## src/rtl/delta_pkg.sv

```systemverilog
// Shared constants and state encoding for the delta decode path.
package delta_pkg;

  localparam int unsigned SAMPLE_W = 16;
  localparam int unsigned CNT_W    = 16;

  typedef enum logic [0:0] {
    IDLE = 1'b0,
    RUN  = 1'b1
  } dd_state_t;

endpackage

```

## src/rtl/delta_decoder_fifo.sv

```systemverilog
// Synchronous DEPTH-entry FIFO; head_data holds the last popped value while empty.
module delta_decoder_fifo #(
  parameter int unsigned WIDTH = 16,
  parameter int unsigned DEPTH = 2
) (
  input  logic             clock,
  input  logic             reset,
  input  logic             push,
  input  logic [WIDTH-1:0] push_data,
  input  logic             pop,
  output logic             full,
  output logic             empty,
  output logic [WIDTH-1:0] head_data
);

  localparam int unsigned AW = $clog2(DEPTH);

  logic [WIDTH-1:0] mem_q [DEPTH];
  logic [AW:0]      wr_ptr_q, rd_ptr_q;
  logic [WIDTH-1:0] last_q;

  assign empty = (wr_ptr_q == rd_ptr_q);
  assign full  = (wr_ptr_q[AW] != rd_ptr_q[AW]) && (wr_ptr_q[AW-1:0] == rd_ptr_q[AW-1:0]);
  assign head_data = empty ? last_q : mem_q[rd_ptr_q[AW-1:0]];

  always_ff @(posedge clock) begin
    if (reset) begin
      wr_ptr_q <= '0;
      rd_ptr_q <= '0;
      last_q   <= '0;
    end else begin
      if (push && !full) begin
        mem_q[wr_ptr_q[AW-1:0]] <= push_data;
        wr_ptr_q                <= wr_ptr_q + 1'b1;
      end
      if (pop && !empty) begin
        last_q   <= mem_q[rd_ptr_q[AW-1:0]];
        rd_ptr_q <= rd_ptr_q + 1'b1;
      end
    end
  end

endmodule

```

## src/rtl/delta_decoder.sv

```systemverilog
// Integrates a stream of modulo-2^WIDTH deltas back into absolute samples.
module delta_decoder #(
  parameter int unsigned WIDTH = delta_pkg::SAMPLE_W,
  parameter int unsigned DEPTH = 2,
  parameter int unsigned CNT_W = delta_pkg::CNT_W
) (
  input  logic             clock,
  input  logic             reset,
  input  logic             io_in_valid,
  output logic             io_in_ready,
  input  logic [WIDTH-1:0] io_in_bits,
  input  logic             io_in_first,
  output logic             io_out_valid,
  input  logic             io_out_ready,
  output logic [WIDTH-1:0] io_out_bits,
  output logic [CNT_W-1:0] io_count,
  output logic             io_err
);

  import delta_pkg::*;

  dd_state_t        state_q, state_d;
  logic [WIDTH-1:0] acc_q, acc_d;
  logic [CNT_W-1:0] cnt_q, cnt_d;
  logic             err_q, err_d;

  logic             fifo_full, fifo_empty;
  logic [WIDTH-1:0] head_data;
  logic             in_fire, out_fire;

  // Outputs are forced to their reset values while reset is held.
  assign io_in_ready  = !reset && !fifo_full;
  assign io_out_valid = !reset && !fifo_empty;
  assign io_out_bits  = reset ? '0 : head_data;
  assign io_count     = reset ? '0 : cnt_q;
  assign io_err       = reset ? 1'b0 : err_q;

  assign in_fire  = io_in_valid && io_in_ready;
  assign out_fire = io_out_valid && io_out_ready;

  always_comb begin
    state_d = state_q;
    acc_d   = acc_q;
    cnt_d   = cnt_q;
    err_d   = err_q;
    if (in_fire) begin
      if (io_in_first || (state_q == IDLE)) begin
        // A delta with no preceding seed is taken relative to zero.
        acc_d   = io_in_bits;
        cnt_d   = {{(CNT_W-1){1'b0}}, 1'b1};
        state_d = RUN;
        if (!io_in_first) begin
          err_d = 1'b1;
        end
      end else begin
        acc_d = acc_q + io_in_bits;
        if (cnt_q != {CNT_W{1'b1}}) begin
          cnt_d = cnt_q + 1'b1;
        end
      end
    end
  end

  always_ff @(posedge clock) begin
    if (reset) begin
      state_q <= IDLE;
      acc_q   <= '0;
      cnt_q   <= '0;
      err_q   <= 1'b0;
    end else begin
      state_q <= state_d;
      acc_q   <= acc_d;
      cnt_q   <= cnt_d;
      err_q   <= err_d;
    end
  end

  delta_decoder_fifo #(
    .WIDTH(WIDTH),
    .DEPTH(DEPTH)
  ) u_fifo (
    .clock    (clock),
    .reset    (reset),
    .push     (in_fire),
    .push_data(acc_d),
    .pop      (out_fire),
    .full     (fifo_full),
    .empty    (fifo_empty),
    .head_data(head_data)
  );

endmodule

```

## config.mk

```make
export PLATFORM = sky130hd
export DESIGN_NAME = delta_decoder
export DESIGN_NICKNAME = d
export VERILOG_FILES = /design/src/rtl/delta_pkg.sv /design/src/rtl/delta_decoder_fifo.sv /design/src/rtl/delta_decoder.sv
export SDC_FILE = /design/constraint.sdc
export NUM_CORES = 1
export LEC_CHECK = 0
export CORE_MARGIN = 2
export CORE_UTILIZATION = 58
export CTS_BUF_LIST = sky130_fd_sc_hd__clkbuf_4 sky130_fd_sc_hd__clkbuf_8
export DETAILED_ROUTE_END_ITERATION = 10
export PLACE_DENSITY = 0.94
export SLEW_MARGIN = 10
export SYNTH_ARGS = -nofsm -noshare
export SYNTH_HDL_FRONTEND = slang
export SYNTH_SLANG_ARGS = --single-unit
```

## constraint.sdc

```tcl
create_clock -name clock -period 2.8 [get_ports clock]
set_input_delay 0.28 -clock clock [delete_from_list [all_inputs] [get_ports clock]]
set_output_delay 0.28 -clock clock [all_outputs]
set_load 0.01 [all_outputs]
```

-- Yosys cells after proc, flatten, opt, wreduce, memory -nomap -nowiden
Memories as Yosys holds them, arrays and structs flattened. A register that Yosys moved wholly into a read port is not among the register bits.
Index checks and enable logic that the tools add are counted.
- bitwise gates (word level): 2
- multiplexer cells: 13
- eq/ne operators: 4
- reductions and logical operators: 15
- $add $sub $neg: 4
- operators with widths (operator ; count):
    $mux 16 ; 7
    $add 16x1->16 const B ; 1
    $add 16x16->16 ; 1
    $ne 16x16->1 const B ; 1
    $logic_and 1x1->1 ; 7
    $mux 1 ; 6
    $add 2x1->2 const B ; 2
    $reduce_and 2->1 ; 2
    $logic_not 1->1 ; 3
    $reduce_and 3->1 ; 1
    $eq 2x2->1 ; 1
    $not 1->1 ; 2
    $reduce_bool 2->1 ; 1
    $eq 1x1->1 ; 1
    $logic_or 1x1->1 ; 1
    $ne 1x1->1 ; 1
- input port bits: 21
- register bits: 54
- memory bits (writable): 32
- memories: 1
- output and inout port bits: 35
- logic and storage cells: 46
- memory list (memory ; words ; bits a word ; rd ports ; clocked after Yosys merged registers in ; wr ports ; line ; text):
    u_fifo.mem_q ; 2 ; 16 ; 1 ; 1 ; 1 ; delta_decoder_fifo.sv:18 ; logic [WIDTH-1:0] mem_q [DEPTH];

-- Longest topological paths before layout
- depth after elaboration: 9
- depth in mapped cells: 8
- mapped depth without buffers: 8

-- Hierarchy
A second synthesis with hierarchy kept.
- cells, all modules: 523
- area total of the unflattened synthesis: 4951.0 um2
- modules (own cells, without submodules) (module ; cells each ; times used ; seq. area each (um2) ; area each (um2)):
    delta_decoder ; 351 ; 1 ; 680.7 ; 2605.0
    delta_decoder_fifo ; 172 ; 1 ; 1381.3 ; 2346.0

-- Least setup slack after synthesis
No wires, ideal clock.
- path type: register -> register
- from: reg u_fifo.wr_ptr_q[1]
- to: mem u_fifo.mem_q[0][0] (enable)
- required time: 2.412 ns
- period minus slack after synthesis: 2.224 ns
- library setup time: 0.388 ns
- buffers on the path: 1
- setup slack: 0.576 ns
- cell stages (with the launch flop): 6
- data arrival time: 1.835 ns
- cells stage by stage: dfxtp_1 -> xnor2_1 -> o21a_1 -> nand2_1 -> buf_2 -> nor2_1
- cells in the longest elaborated chain, start to end: 9
- ends and longest elaborated chain (item ; line ; text):
    start: declaration ; delta_decoder_fifo.sv:19 ; logic [AW:0] wr_ptr_q, rd_ptr_q;
    start signal: assignment ; delta_decoder_fifo.sv:34 ; wr_ptr_q <= wr_ptr_q + 1'b1;
    $ne 1x1->1 ; delta_decoder_fifo.sv:23 ; assign full = (wr_ptr_q[AW] != rd_ptr_q[AW]) && (wr_ptr_q[AW-1:0] == rd_ptr_q[AW-1:0]);
    $logic_and 1x1->1 ; delta_decoder_fifo.sv:23 ;
    $logic_not 1->1 ; delta_decoder.sv:32 ; assign io_in_ready = !reset && !fifo_full;
    $logic_and 1x1->1 ; delta_decoder.sv:32 ;
    via io_in_ready ; delta_decoder.sv:10 ; output logic io_in_ready,
    $logic_and 1x1->1 ; delta_decoder.sv:38 ; assign in_fire = io_in_valid && io_in_ready;
    $logic_and 1x1->1 ; delta_decoder_fifo.sv:32 ; if (push && !full) begin
    $mux 1 ; delta_decoder_fifo.sv:32 ;
    $mux 1 ; delta_decoder_fifo.sv:27 ; if (reset) begin
    $mux 1 (implied by the code) ; delta_decoder_fifo.sv:33 ; mem_q[wr_ptr_q[AW-1:0]] <= push_data;
    end: declaration ; delta_decoder_fifo.sv:18 ;
The timed path passes the listed nets, and every way through them passes these cells.

-- Worst setup path in the final report
- from: reg u_fifo.wr_ptr_q[1]
- to: out io_out_bits[15]
- cells in the longest elaborated chain, start to end: 3
- ends and longest elaborated chain (item ; line ; text):
    $eq 2x2->1 ; delta_decoder_fifo.sv:22 ; assign empty = (wr_ptr_q == rd_ptr_q);
    $mux 16 ; delta_decoder_fifo.sv:24 ; assign head_data = empty ? last_q : mem_q[rd_ptr_q[AW-1:0]];
    $mux 16 ; delta_decoder.sv:34 ; assign io_out_bits = reset ? '0 : head_data;
    end: declaration ; delta_decoder.sv:15 ; output logic [WIDTH-1:0] io_out_bits,
No other way between the ends.

==> summary.txt <==
Post-Place Setup Slack: 0.0100 ns
Detailed Route Iter0 Violations: 255
FF+latch area: 2060 µm²
synthesized cell area: 4530 µm²
CTS root buffer: clkbuf_8
# IOs: 56
CTS tree: built
Final WS setup: 0.160 ns
Chip Width: 92.4 µm
Worst slew margin: 27.8%
Top FF cell, synth: dfxtp_1
Fill cells: 533
syn_nets: 524
Total Routing Usage GR: 25.6%
first-pass GRT wire length: 17.3 mm
post-synth top area share: 24.3%
period utilisation layout: 94.3%
Die Y: 92.4 µm
top post-synthesis cells by area: dfxtp_1, edfxtp_1, nor2_1
max incr delay on CP: 0.60 ns
Num CTS Buffers: 9
clock latency on the worst-skew pair: 0.37 ns
MaxCap Viol Count: 0
Post-CTS Hold Fix Bufs: 0
CP Max Fanout: 32
post-CTS setup buffers: 0
drt wl/cell: 16.6 µm
Pleak: 1.99 nW
DRC viols: 0
Hold Path Class: flop to flop
final WL: 10.7 mm
commonest cells in the netlist: nor2_1, dfxtp_1, nand2_1
DR vias: 3942
Final ANT Viol Nets: 0
Max clock buf depth: 2
area of the core: 7650 µm²
worst-case vdd ir drop: 322 µV
Port Buf Inserts: 55
most frequent cell after synthesis: nor2_1
clk slew on worst S/H paths: 0.09 ns
CP required: 2.52 ns
gr ovfl total: 0
routed vias/inst: 6.10
DIE AREA: 8530 µm²
Detailed Routing Iterations Pass 1: 5
Initial Utilization: 59.2%
clk sinks: 87
Power Dens Cells: 525 nW/µm²
Worst Max-Slew Pin Slew: 1.08 ns
minimum clock period: 2.64 ns
FF+latch count, synth: 87
cell taking the most area after synthesis: dfxtp_1
Post-synth EDFFs: 32
n_diodes: 0
Layout area overhead: 18.3%
status: complete, no violations
RSZ-0062 raised after global routing: false
nets: 577
largest net degree at the start of global routing: 33
Slowest-stage cell, CP: clkdlybuf4s50_1
footprint of the multi-input gates: 2320 µm²
crit-path cells: xnor2_1 -> nand2_1 -> buf_4 -> a211oi_1 -> clkdlybuf4s50_1
Max Freq: 379 MHz
Mean Syn Cell Area: 9.32 µm²
worst endpoint data arrival time: 2.36 ns
critical path endpoint category: output pin
share of cells above drive strength 1: 6.80%
final-report hold violation count: 0
global placement routability congestion: 0.947
DP Wirelength: 7.60 mm
Slew Limit Fails: 0
setup TNS: 0 ns
post-synth cell types: 57
final setup vio count: 0
post-synthesis sequential area ratio: 45.5%
initial antenna violation count: 0
Cells after Synth: 486
Synthesis Warnings: 0
post-CTS resize count: 0
vias in the first global route: 3702
Worst Hold Slack: 0.479 ns
Worst Skew: 0.0147 ns
# H-tree levels: 3
Setup CP Type: flop to output pin
fraction of registers with async set/reset: 0%
FP Rows: 32
Startpoint Class: flop
-- cells in the final DEF, fill, tap and decap left out, types with 5 or more instances in the layout --
cell,count
dfxtp_1,55
and3_1,8
nand4_1,7
clkbuf_8,10
o21ai_0,29
nor3_1,7
nor2_1,62
xnor2_1,15
a211oi_1,20
mux2i_1,21
ha_1,16
clkdlybuf4s50_1,55
edfxtp_1,32
a21o_1,10
nand3_1,28
and2_1,9
nand2_1,35
xor2_1,11
a31oi_1,10
buf_4,13
inv_1,5
nor2b_1,14
a21oi_1,27
-- sequential cells by signal, indices dropped and copies added (netlist names), named ones only --
| name | flops |
|---|---|
| u_fifo.rd_ptr_q | 2 |
| state_q | 1 |
| u_fifo.wr_ptr_q | 2 |
| cnt_q | 16 |
| err_q | 1 |
| u_fifo.last_q | 16 |
| acc_q | 16 |
| u_fifo.mem_q | 32 |
-- per-stage QoR --
step | instance area (µm²) | util (%) | std cells | power (W)
floorplan | 4530 | - | 486 | 0.00181
global placement | 5180 | 67.7 | 630 | 0.00198
detailed placement | 5180 | 67.7 | 630 | 0.00201
CTS | 5360 | 70.1 | 646 | 0.00281
global route | 5360 | 70.1 | 646 | 0.00292
finish | 5360 | 70.1 | 646 | 0.00281
-- logic make-up (layout without fill, tap and decap cells) --
group | count (synthesis) | after routing | synth area share [%]
DFF | 87 | 87 | 45.5
AOI/OAI and AO/OA | 119 | 119 | 17.2
and+or+nand+nor | 184 | 184 | 19.5
muxes | 21 | 21 | 4.64
buffers and inverters | 32 | 90 | 3.29
xor gates and xnor gates | 26 | 26 | 5.03
adders and majority gates | 17 | 17 | 4.86
-- worst paths after layout --
path	startpoint	endpoint	slack, ns	cells after the start
max reg2reg	u_fifo.wr_ptr_q[1]	cnt_q[13]	0.36	5
min	u_fifo.last_q[10]	u_fifo.last_q[10]	0.48	2
max	u_fifo.wr_ptr_q[1]	io_out_bits[15]	0.16	5
min reg2reg	u_fifo.last_q[10]	u_fifo.last_q[10]	0.48	2
-- per-layer routing --
layer | GRT usage, % | share of wire (%) | wire (µm)
met1 | 32.1 | 41 | 4380
met2 | 42.7 | 49 | 5250
met3 | 5.45 | 7.5 | 800
met4 | 11.4 | 2.8 | 301
met5 | 0 | 0 | 0
-- power breakdown --
group	leakage, nW	switching [W]	total (W)	internal, W
clock network	0.0943	0.000459	0.000815	0.000357
registers	0.747	0.0000346	0.00142	0.00138
logic	1.15	0.000332	0.000580	0.000248
-- cell type report --
class | instances | area share, %
Inverter | 6 | 0.420
Sequential cell | 87 | 38.5
Timing Repair Buffer | 68 | 12.1
Multi-Input combinational cell | 367 | 43.3
Clock inverter | 5 | 0.654
Clock buffer | 11 | 2.71
Tap cell | 102 | 2.38
-- critical path: cells and delay by family, from the launching register on --
kind | cells | cell delay, ns
compound gates | 1 | 0.31
flops | 1 | 0.34
buf+inv | 2 | 0.85
xor+xnor | 1 | 0.40
simple gates | 1 | 0.10
No activity file was read; power rests on OpenSTA's default activity.
